===== src/rtl/vx_commit_pkg.sv =====
// Shared commit-stage types: commit entry layout, arbitration encodings and a thread popcount.
package vx_commit_pkg;
  localparam int CE_NT        = 4;
  localparam int CE_NUM_WARPS = 4;
  localparam int CE_NW_W      = (CE_NUM_WARPS > 1) ? $clog2(CE_NUM_WARPS) : 1;
  localparam int CE_DATAW     = 64;
  localparam int PC_W         = $clog2(CE_NT + 1);

  localparam logic [7:0] ARB_RR   = 8'h52;  // "R"
  localparam logic [7:0] ARB_PRIO = 8'h50;  // "P"

  typedef struct packed {
    logic [CE_NW_W-1:0]  wid;
    logic [CE_NT-1:0]    tmask;
    logic                wb;
    logic                eop;
    logic [CE_DATAW-1:0] data;
  } commit_entry_t;

  function automatic logic [PC_W-1:0] popcount(input logic [CE_NT-1:0] m);
    logic [PC_W-1:0] c;
    c = '0;
    for (int i = 0; i < CE_NT; i++) c = c + PC_W'(m[i]);
    return c;
  endfunction
endpackage


===== src/rtl/vx_commit_lane.sv =====
// One writeback lane: arbitrates NUM_EX execute channels into a BUF_DEPTH commit FIFO and pops the head.
module vx_commit_lane import vx_commit_pkg::*; #(
  parameter int         NUM_EX    = 4,
  parameter int         BUF_DEPTH = 2,
  parameter logic [7:0] ARB_MODE  = ARB_RR
) (
  input  logic                       clk,
  input  logic                       reset_n,
  input  logic          [NUM_EX-1:0] in_valid,
  output logic          [NUM_EX-1:0] in_ready,
  input  commit_entry_t [NUM_EX-1:0] in_entry,
  input  logic                       wb_ready,
  output logic                       wb_valid,
  output logic                       pop,
  output commit_entry_t              head
);
  localparam int EW = (NUM_EX > 1) ? $clog2(NUM_EX) : 1;
  localparam int PW = (BUF_DEPTH > 1) ? $clog2(BUF_DEPTH) : 1;
  localparam int CW = $clog2(BUF_DEPTH + 1);

  commit_entry_t [BUF_DEPTH-1:0] mem;
  logic [PW-1:0] rd_ptr, wr_ptr;
  logic [CW-1:0] count;
  logic [EW-1:0] rr_ptr, grant;
  logic          found, push, head_vld;
  int            idx;

  function automatic logic [PW-1:0] nxt(input logic [PW-1:0] p);
    return (int'(p) == BUF_DEPTH - 1) ? '0 : p + PW'(1);
  endfunction

  generate
    if (ARB_MODE == ARB_RR) begin : g_rr
      always_ff @(posedge clk or negedge reset_n) begin
        if (!reset_n)  rr_ptr <= '0;
        else if (push) rr_ptr <= (int'(grant) == NUM_EX - 1) ? '0 : grant + EW'(1);
      end
    end else begin : g_prio
      assign rr_ptr = '0;
    end
  endgenerate

  // search starts at the RR pointer; fixed priority pins the pointer at ex0
  always_comb begin
    found = 1'b0;
    grant = '0;
    idx   = 0;
    for (int i = 0; i < NUM_EX; i++) begin
      idx = int'(rr_ptr) + i;
      if (idx >= NUM_EX) idx = idx - NUM_EX;
      if (!found && in_valid[idx]) begin
        found = 1'b1;
        grant = EW'(idx);
      end
    end
  end

  // full blocks acceptance even when the head pops this cycle
  assign push = found && (count < CW'(BUF_DEPTH));

  always_comb begin
    in_ready = '0;
    if (push) in_ready[grant] = 1'b1;
  end

  assign head_vld = (count != '0);
  assign head     = mem[rd_ptr];
  assign wb_valid = head_vld && head.wb;
  assign pop      = head_vld && (!head.wb || wb_ready);

  always_ff @(posedge clk or negedge reset_n) begin
    if (!reset_n) begin
      mem    <= '0;
      rd_ptr <= '0;
      wr_ptr <= '0;
      count  <= '0;
    end else begin
      if (push) begin
        mem[wr_ptr] <= in_entry[grant];
        wr_ptr      <= nxt(wr_ptr);
      end
      if (pop) rd_ptr <= nxt(rd_ptr);
      if (push && !pop)      count <= count + CW'(1);
      else if (pop && !push) count <= count - CW'(1);
    end
  end
endmodule


===== src/rtl/vx_commit_multi.sv =====
// Commit stage top: LANES commit lanes, registered commit pulses and a two-stage retired-thread counter.
module vx_commit_multi import vx_commit_pkg::*; #(
  parameter int         NUM_EX      = 4,
  parameter int         LANES       = 2,
  parameter int         NUM_THREADS = CE_NT,
  parameter int         NUM_WARPS   = CE_NUM_WARPS,
  parameter int         DATAW       = CE_DATAW,
  parameter int         BUF_DEPTH   = 2,
  parameter logic [7:0] ARB_MODE    = ARB_RR,
  parameter int         CTR_W       = 44,
  localparam int        NW_W        = (NUM_WARPS > 1) ? $clog2(NUM_WARPS) : 1,
  localparam int        NCH         = NUM_EX * LANES
) (
  input  logic                              clk,
  input  logic                              reset_n,
  input  logic [NCH-1:0]                    in_valid,
  output logic [NCH-1:0]                    in_ready,
  input  logic [NCH-1:0][NW_W-1:0]          in_wid,
  input  logic [NCH-1:0][NUM_THREADS-1:0]   in_tmask,
  input  logic [NCH-1:0]                    in_wb,
  input  logic [NCH-1:0]                    in_eop,
  input  logic [NCH-1:0][DATAW-1:0]         in_data,
  output logic [LANES-1:0]                  wb_valid,
  input  logic [LANES-1:0]                  wb_ready,
  output logic [LANES-1:0][NW_W-1:0]        wb_wid,
  output logic [LANES-1:0][NUM_THREADS-1:0] wb_tmask,
  output logic [LANES-1:0]                  wb_eop,
  output logic [LANES-1:0][DATAW-1:0]       wb_data,
  output logic [LANES-1:0]                  committed,
  output logic [LANES-1:0][NW_W-1:0]        committed_wid,
  output logic [CTR_W-1:0]                  instret
);
  localparam int SW = $clog2(NUM_THREADS + 1) + $clog2(LANES);

  logic [LANES-1:0]           pop;
  logic [LANES-1:0][PC_W-1:0] pc;
  logic [SW-1:0]              sum, sum_q;
  logic [1:0]                 vld_pipe;

  for (genvar l = 0; l < LANES; l++) begin : g_lane
    commit_entry_t [NUM_EX-1:0] ent;
    logic          [NUM_EX-1:0] vld, rdy;
    commit_entry_t              head;
    logic                       cmt_q;
    logic [NW_W-1:0]            cwid_q;

    for (genvar e = 0; e < NUM_EX; e++) begin : g_ch
      localparam int CH = e * LANES + l;
      assign vld[e]       = in_valid[CH];
      assign in_ready[CH] = rdy[e];
      assign ent[e]       = '{wid: in_wid[CH], tmask: in_tmask[CH], wb: in_wb[CH],
                              eop: in_eop[CH], data: in_data[CH]};
    end

    vx_commit_lane #(.NUM_EX(NUM_EX), .BUF_DEPTH(BUF_DEPTH), .ARB_MODE(ARB_MODE)) u_lane (
      .clk      (clk),
      .reset_n  (reset_n),
      .in_valid (vld),
      .in_ready (rdy),
      .in_entry (ent),
      .wb_ready (wb_ready[l]),
      .wb_valid (wb_valid[l]),
      .pop      (pop[l]),
      .head     (head)
    );

    assign wb_wid[l]   = head.wid;
    assign wb_tmask[l] = head.tmask;
    assign wb_eop[l]   = head.eop;
    assign wb_data[l]  = head.data;
    assign pc[l]       = pop[l] ? popcount(head.tmask) : '0;

    always_ff @(posedge clk or negedge reset_n) begin
      if (!reset_n) begin
        cmt_q  <= 1'b0;
        cwid_q <= '0;
      end else begin
        cmt_q <= pop[l] && head.eop;
        if (pop[l] && head.eop) cwid_q <= head.wid;
      end
    end
    assign committed[l]     = cmt_q;
    assign committed_wid[l] = cwid_q;
  end

  always_comb begin
    sum = '0;
    for (int l = 0; l < LANES; l++) sum = sum + SW'(pc[l]);
  end

  // stage 1 captures the cross-lane sum, stage 2 accumulates (wraps modulo 2^CTR_W)
  assign vld_pipe[0] = |pop;
  always_ff @(posedge clk or negedge reset_n) begin
    if (!reset_n) begin
      vld_pipe[1] <= 1'b0;
      sum_q       <= '0;
      instret     <= '0;
    end else begin
      vld_pipe[1] <= vld_pipe[0];
      sum_q       <= sum;
      if (vld_pipe[1]) instret <= instret + CTR_W'(sum_q);
    end
  end
endmodule


===== config.mk =====
export PLATFORM = sky130hd
export DESIGN_NAME = vx_commit_multi
export DESIGN_NICKNAME = d
export VERILOG_FILES = /design/src/rtl/vx_commit_pkg.sv /design/src/rtl/vx_commit_lane.sv /design/src/rtl/vx_commit_multi.sv
export SDC_FILE = /design/constraint.sdc
export NUM_CORES = 1
export LEC_CHECK = 0
export BUFFER_PORTS_ARGS = -buffer_cell sky130_fd_sc_hd__buf_4
export CAP_MARGIN = 20
export CORE_AREA = 2 2 304 306
export CTS_BUF_LIST = sky130_fd_sc_hd__clkbuf_4 sky130_fd_sc_hd__clkbuf_8 sky130_fd_sc_hd__clkbuf_16
export DETAILED_ROUTE_END_ITERATION = 8
export DIE_AREA = 0 0 306 308
export PLACE_DENSITY = 0.42
export SLEW_MARGIN = 5
export SYNTH_ARGS = -nofsm -noshare
export SYNTH_HDL_FRONTEND = slang
export SYNTH_SLANG_ARGS = --single-unit

===== constraint.sdc =====
create_clock -name clk -period 9.8 [get_ports clk]
set_input_delay 2.45 -clock clk [delete_from_list [all_inputs] [get_ports clk]]
set_output_delay 2.45 -clock clk [all_outputs]
set_load 0.05 [all_outputs]

==> results of run 1 <==
==> kinds of logic after synthesis <==
group | share of synthesized area
adders and majority gates | 0.0174
muxes | 0.233
DFF | 0.451
xor gates and xnor gates | 0.0222
and+or+nand+nor | 0.0915
AOI/OAI and AO/OA | 0.140
buffers and inverters | 0.0454
==> layout make-up <==
type / instances / area (um2)
clock buffers: 68 / 1390
clock inverters: 14 / 170
fillers: 9368 / 62800
inverters: 36 / 143
multi-input cells: 1262 / 9950
flip-flops and latches: 355 / 8890
well taps: 1186 / 1480
repair buffers: 812 / 6140
==> cell usage after synthesis, drive strengths merged, types with 2 or more instances <==
| cell | count |
|---|---|
| o21a | 4 |
| buf | 98 |
| clkbuf | 44 |
| and4 | 2 |
| o21ai | 10 |
| a221oi | 2 |
| nand2 | 325 |
| a21o | 3 |
| xnor2 | 31 |
| mux2i | 298 |
| o221ai | 289 |
| inv | 36 |
| a21oi | 2 |
| nor2 | 28 |
| nor3 | 12 |
| and2 | 19 |
| a211oi | 2 |
| or3 | 2 |
| xor2 | 19 |
| nor4 | 5 |
| nand3 | 13 |
| fa | 4 |
| ha | 21 |
| mux2 | 142 |
| nand4 | 7 |
| o211a | 2 |
| dfrtp | 355 |
| nor2b | 3 |
| and3 | 8 |
==> path summary, 6_finish.rpt <==
path	endpoint	slack [ns]	depth (start not counted)
setup / recovery	in_ready[1]	2.85	7
hold / removal	instret[43]	0.47	1
setup reg to reg	g_lane[1].u_lane.mem[6]	5.76	7
hold reg to reg	instret[43]	0.47	1
max in group asynchronous	g_lane[1].u_lane.mem[76]	6.43	2
min in group asynchronous	g_lane[1].u_lane.mem[37]	1.89	1
==> metal layers <==
layer / GRT usage / vias to the layer above
li1: - / 8187
met1: 0.212 / 9057
met2: 0.310 / 470
met3: 0.0343 / 112
met4: 0.0503 / 2
met5: 0 / -
==> stage by stage <==
stage | worst slack [ns] | instances | instance area, um2 | power (uW) | hold slack [ns]
final | 2.85 | 3733 | 28200 | 10500 | 0.472
after detailed placement | 2.88 | 3649 | 26600 | 8900 | 0.468
after CTS | 2.88 | 3731 | 28100 | 10700 | 0.477
after floorplan | 3.53 | 1795 | 19700 | 6840 | 0.450
after global routing | 2.75 | 3733 | 28200 | 11200 | 0.500
after global placement | 2.90 | 3649 | 26600 | 8790 | 0.463
==> critical path, stage by stage <==
cell and delay (ns):
buf_4 0.14, a221oi_1 0.29, and3_4 0.83, inv_1 0.22, ha_1 0.24, and2_1 0.14, buf_4 0.19
==> flip-flops by register name, indices dropped and copies added (netlist names) <==
signal,cells
instret,44
g_lane.u_lane.rd_ptr,2
g_lane.cwid_q,4
g_lane.cmt_q,2
g_lane.u_lane.count,4
g_lane.u_lane.rr_ptr,4
sum_q,4
g_lane.u_lane.wr_ptr,2
g_lane.u_lane.mem,288
vld_pipe,1
==> power groups by stage <==
stage / sequential [uW] / clock, uW / combinational [uW]
final: 2500 / 1740 / 6290
after global routing: 2590 / 1870 / 6720
after CTS: 2500 / 1810 / 6400
after detailed placement: 2520 / 0 / 6380
after global placement: 2480 / 0 / 6300
after floorplan: 2460 / 0 / 4380
==> impl_metrics.ini, run 1 <==
[yosys]
yosysWarnings = 0
netlist_instances = 1795
netlist_area_mm2 = 0.0197
synth-seq-area-share = 0.451
ys_seq_elements = 355
synth_cell_types = 47
post-synth-top-area-cell = dfrtp_1
async_reset_ff_frac = 1.00
synth_edf_count = 0
synthDominantCellAreaShare = 0.451
synthFlopType = dfrtp_1
syn-num-nets = 2408
synth_area_leaders = dfrtp_1, mux2i_1, o221ai_1
avgSynthCellArea_um2 = 11.0

[die]
ioPinCount = 790
coreArea_mm2 = 0.0910
die_h_um = 308
start_util = 0.217
die_w_um = 306
dieArea_mm2 = 0.0942
rows = 111

[power]
combPwrFrac = 0.597
p_leak_uw = 0.0136
p_clk_frac = 0.165
peakVddDrop_mv = 0.177
seqPwrFrac = 0.238
sw_frac_of_total = 0.491
switchingPower_uw = 5170
cellPowerDensity_mw_per_mm2 = 374
internal-power_uw = 5370

[setup_path]
end_kind = output pin
reg2reg_from = g_lane[1].u_lane.rr_ptr[1]
cp_max_fo = 53
crit_path_start = in_valid[1]
worstPathRequired_ns = 7.35
cp.arrival_ns = 4.50
cp-start-kind = input port
criticalPathCategory = in2out

[clocking]
cts_inserted_buffers = 45
cts_sinks = 355
path_clk_slew_ns = 0.05
cts_max_level = 2
ctsHoldBuffers = 0
clockBufferDepth = 3
cts_root_buf = clkbuf_16
cts_tree = yes
clk_latency_ns = 0.58
ctsResizeCount = 0
post_cts_buffers = 0

[route]
vias_per_cell = 4.78
avgRoutedWirePerCell_um = 23.0
num_vias = 17800
drc = 0
wl_met2_um = 44100
drtIter0Drc = 971
drt-met1-wl_um = 35000
first_pass_iters = 6
ant_nets = 0
dr.max_layer_used = met5
drt-total-wl_um = 86000
routed-wl-met3_um = 4470

[timing]
slew_headroom = 0.273
timing.final.crit_share = 0.709
setup_violations = 0
finalCriticalPeriod_ns = 6.95
finalHoldViolations = 0
fin_worst_skew_ns = 0.0155
slew_violations = 0
max_freq_mhz = 144
setup_tns_ns = 0
worstMarginPinSlew_ns = 1.09
rsz0062_at_grt = no

[finish]
diodes = 0
drive_gt1_frac = 0.415
area_growth_pct = 43.0
layout_commonest_cell = buf_4
final_cell_mix = buf_4, dfrtp_1, nand2_1, mux2i_1, o221ai_1
final_core_util = 0.310
fin_nets = 3125

[placed_design]
place_hpwl_um = 62200
io_buffers = 789
routabilityCongestion = 0.911

[worst_hold_path]
holdCritPathClass = reg2reg
hold_start = instret[43]

[global_routing]
grt_max_degree = 98
grt_antenna_before_repair = 1
grt.overflow.total = 0
grt_pass1_vias = 19100
track_usage = 0.174
grt_pass1_wl_um = 125000

[run]
cap_violations = 0

[outcome]
outcome = completed
Power figures use the tool's default switching activity.
==> run 2: changes to the inputs <==
==> constraint.sdc (replaced) <==
create_clock -name clk -period 7.1 [get_ports clk]
set_input_delay 1.775 -clock clk [delete_from_list [all_inputs] [get_ports clk]]
set_output_delay 1.775 -clock clk [all_outputs]
set_load 0.05 [all_outputs]
==> run 2 against run 1 <==
Effect of this change: power up 38%; via count up 1.1%; critical endpoint is now in_ready[3]; first-iteration DRC count up 13%; clock power up 40%; largest power group unchanged; non-clock buffer count down 3.
==> impl_metrics.ini, run 2 (same netlist as run 1, synthesis figures left out) <==
[outcome]
outcome = completed

[clocking]
post_cts_buffers = 0
ctsResizeCount = 0
cts_inserted_buffers = 46
cts_max_level = 2
path_clk_slew_ns = 0.06
ctsHoldBuffers = 0
cts_root_buf = clkbuf_16
clockBufferDepth = 3
clk_latency_ns = 0.57
cts_tree = yes
cts_sinks = 355

[setup_path]
cp.arrival_ns = 3.46
criticalPathCategory = in2out
end_kind = output pin
r2r_cells = 8
worstPathRequired_ns = 5.33
reg2reg_from = g_lane[1].u_lane.rd_ptr
cp_max_fo = 30
cp-start-kind = input port
crit_path_start = in_valid[1]

[worst_hold_path]
hold_start = instret[43]
holdCritPathClass = reg2reg
whs_path_depth = 1

[timing]
max_freq_mhz = 191
setup_tns_ns = 0
slew_violations = 0
finalHoldViolations = 0
finalCriticalPeriod_ns = 5.24
slew_headroom = 0.253
worstMarginPinSlew_ns = 1.12
rsz0062_at_grt = no
setup_violations = 0
timing.final.crit_share = 0.738
fin_worst_skew_ns = 0.0105

[route]
drc = 0
num_vias = 18000
vias_per_cell = 4.83
ant_nets = 0
drt-total-wl_um = 85700
avgRoutedWirePerCell_um = 23.0
drtIter0Drc = 1097
first_pass_iters = 5

[die]
rows = 111
ioPinCount = 790
start_util = 0.217
dieArea_mm2 = 0.0942
die_w_um = 306
die_h_um = 308
coreArea_mm2 = 0.0910

[global_routing]
grt_max_degree = 164
grt_pass1_vias = 19100
grt_pass1_wl_um = 125000
track_usage = 0.173
grt_antenna_before_repair = 2
grt.overflow.total = 0

[power]
p_leak_uw = 0.0136
peakVddDrop_mv = 0.209
cellPowerDensity_mw_per_mm2 = 517

[finish]
largest_register_ffs = 288
final_core_util = 0.310
area_growth_pct = 43.2
seqCellArea_mm2 = 0.00889
fin_nets = 3123
final_cell_mix = buf_4, dfrtp_1, nand2_1, mux2i_1, o221ai_1
layout_commonest_cell = buf_4
fillers = 9303
drive_gt1_frac = 0.415
final-instance-count-excl-fill = 3731
largestRegisters = g_lane.u_lane.mem (288), instret (44)
multi_input_area_mm2 = 0.00995
regMostFlops = g_lane.u_lane.mem

[run]
cap_violations = 0

[placed_design]
routabilityCongestion = 0.904
place_hpwl_um = 62700
placedCellCount = 3647
io_buffers = 789
run 2: cell types whose count changed in the layout (fill, tap and decap cells not counted), sizes merged:
cell | previous run | this run
buf | 812 | 809
inv | 39 | 36
clkinv | 7 | 9
clkinvlp | 1 | 3
clkbuf | 68 | 67
diode | 0 | 1
run 2: stage by stage:
stage          hold WS (ns)  setup slack (ns)  area (um2)  power (uW)
2_1_floorplan         0.450              2.18       19700        9440
3_3_place_gp          0.463              1.85       26600       12100
3_5_place_dp          0.468              1.86       26600       12300
4_1_cts               0.480              1.86       28200       14800
5_1_grt               0.492              1.69       28200       15500
6_report              0.476              1.86       28200       14600
run 2: cell type report:
type	count	area share
multi-input combinational	1262	0.353
sequential	355	0.315
timing repair buffer	809	0.218
tap	1186	0.0526
clock buffer	67	0.0507
clock inverter	15	0.00572
inverter	36	0.00506
antenna	1	0.0000887
run 2: final timing paths:
kind,to,slack (ns)
min reg2reg,instret[43],0.48
max,in_ready[3],1.86
min,instret[43],0.48
max in group asynchronous,g_lane[0].u_lane.mem[45],4.59
max reg2reg,sum_q[1],3.63
min in group asynchronous,g_lane[1].u_lane.mem[109],1.09
run 2: metal layers:
metal | vias to the layer above | global-route usage | wire [um]
met5 | - | 0 | 0
met4 | 0 | 0.0517 | 2340
met3 | 116 | 0.0311 | 4530
met2 | 598 | 0.307 | 44000
met1 | 9112 | 0.214 | 34800
li1 | 8192 | - | -
run 2: critical path, stage by stage:
cell and delay [ns]:
buf_4 0.14, a221oi_1 0.27, and3_4 0.57, inv_1 0.16
ha_1 0.21, and2_1 0.15, buf_4 0.19
run 2: report_power, final:
part / leakage [uW] / switching, uW / internal (uW)
sequential: 0.00445 / 576 / 2950
combinational: 0.00840 / 5610 / 3020
clock: 0.000793 / 941 / 1500
total: 0.0136 / 7120 / 7470
==> run 3: changes to the inputs <==
==> constraint.sdc (replaced) <==
create_clock -name clk -period 5 [get_ports clk]
set_input_delay 1.25 -clock clk [delete_from_list [all_inputs] [get_ports clk]]
set_output_delay 1.25 -clock clk [all_outputs]
set_load 0.05 [all_outputs]
==> run 3 against run 2 <==
Effect of this change: critical path depth grew 1; non-clock buffer count grew 7; highest routed layer unchanged; clock skew grew 0.011 ns; utilization up 0.092 points; die area did not move.
==> impl_metrics.ini, run 3 (same netlist as run 1, synthesis figures left out) <==
[outcome]
outcome = completed

[power]
switchingPower_uw = 10100
combPwrFrac = 0.596
sw_frac_of_total = 0.489
peakVddDrop_mv = 0.334
cellPowerDensity_mw_per_mm2 = 732
p_clk_frac = 0.164
seqPwrFrac = 0.240
p_leak_uw = 0.0137
internal-power_uw = 10600

[clocking]
cts_max_level = 2
cts_sinks = 355
post_cts_buffers = 0
cts_root_buf = clkbuf_16
ctsHoldBuffers = 0
clk_latency_ns = 0.57
ctsResizeCount = 0
path_clk_slew_ns = 0.06
clockBufferDepth = 3
cts_inserted_buffers = 45
cts_tree = yes

[finish]
largestRegisters = g_lane.u_lane.mem (288), instret (44)
fillers = 9346
drive_gt1_frac = 0.417
area_growth_pct = 43.7
regMostFlops = g_lane.u_lane.mem
final_core_util = 0.311
layout_commonest_cell = buf_4
final_cell_mix = buf_4, dfrtp_1, nand2_1, mux2i_1, o221ai_1
largest_register_ffs = 288
fin_nets = 3129

[route]
ant_nets = 0
vias_per_cell = 4.79
first_pass_iters = 7
avgRoutedWirePerCell_um = 23.0
num_vias = 17900
drtIter0Drc = 921
drc = 0
drt-total-wl_um = 85900

[timing]
setup_violations = 0
rsz0062_at_grt = no
timing.final.crit_share = 0.798
finalHoldViolations = 0
setup_tns_ns = 0
slew_headroom = 0.300
slew_violations = 0
fin_worst_skew_ns = 0.0214
max_freq_mhz = 250
worstMarginPinSlew_ns = 1.05
finalCriticalPeriod_ns = 3.99

[die]
die_h_um = 308
start_util = 0.217
dieArea_mm2 = 0.0942
ioPinCount = 790
rows = 111
coreArea_mm2 = 0.0910
die_w_um = 306

[run]
cap_violations = 0

[setup_path]
worstPathRequired_ns = 3.75
criticalPathCategory = in2out
cp-start-kind = input port
cp.arrival_ns = 2.74
cp_max_fo = 5
end_kind = output pin

[placed_design]
place_hpwl_um = 63000
io_buffers = 789
routabilityCongestion = 0.867

[global_routing]
grt_antenna_before_repair = 3
grt_pass1_vias = 19100
grt_max_degree = 118
track_usage = 0.174
grt_pass1_wl_um = 125000
grt.overflow.total = 0

[worst_hold_path]
holdCritPathClass = reg2reg
==> run 3: cell types whose count changed in the layout (fill, tap and decap cells not counted) <==
cell / change
clkinv_2: +3
buf_12: +8
bufinv_16: -1
clkbuf_8: +1
diode_2: +1
clkbuf_16: -2
clkinv_4: -1
clkinvlp_4: -3
clkbuf_4: +3
inv_6: +1
buf_16: -1
==> run 3: layout make-up <==
class | instances | area, um2 | share of cell area
tap | 1186 | 1480 | 0.0524
antenna | 2 | 5.00 | 0.000177
sequential | 355 | 8890 | 0.314
clock buffer | 69 | 1420 | 0.0501
multi-input combinational | 1262 | 9950 | 0.352
clock inverter | 14 | 124 | 0.00438
inverter | 36 | 143 | 0.00504
timing repair buffer | 816 | 6280 | 0.222
==> run 3: worst max-delay path: stages <==
cell,delay (ns)
buf_4,0.12
or3b_1,0.36
o221ai_1,0.07
o21a_1,0.28
inv_1,0.14
ha_1,0.19
and2_1,0.13
buf_4,0.18
==> run 3: worst paths after layout <==
path	start	end	slack, ns	cells past startpoint
worst max-delay path	in_valid[2]	in_ready[2]	1.01	8
worst min-delay path	instret[43]	instret[43]	0.48	1
worst max register to register	g_lane[1].u_lane.rd_ptr	sum_q[3]	1.65	10
worst min register to register	instret[43]	instret[43]	0.48	1
max in group asynchronous	reset_n	g_lane[0].u_lane.mem[115]	3.12	2
min in group asynchronous	reset_n	g_lane[1].u_lane.mem[119]	0.68	1
==> run 3: power by group through the flow <==
stage                     Clock [uW]  Combinational (uW)  Sequential (uW)
after floorplan                    0                8590             4820
after global placement             0               12400             4960
after detailed placement           0               12500             5030
after CTS                       3510               12500             4990
after global routing            3640               13200             5140
final                           3390               12300             4980
==> run 3: layer usage <==
| metal | wire length, um | share of wire | track usage |
|---|---|---|---|
| met4 | 3290 | 0.038 | 0.0672 |
| met5 | 0 | 0 | 0 |
| met2 | 43200 | 0.50 | 0.302 |
| met1 | 34900 | 0.41 | 0.213 |
| met3 | 4450 | 0.052 | 0.0309 |
==> run 3: stage by stage <==
step	hold slack [ns]	setup WS (ns)	total power (uW)	area, um2	instances
after floorplan	0.450	1.13	13400	19700	1795
after global placement	0.463	0.989	17300	26800	3655
after detailed placement	0.468	1.02	17500	26800	3655
after CTS	0.483	0.925	21000	28300	3738
after global routing	0.496	0.890	22000	28300	3740
final	0.479	1.01	20700	28300	3740
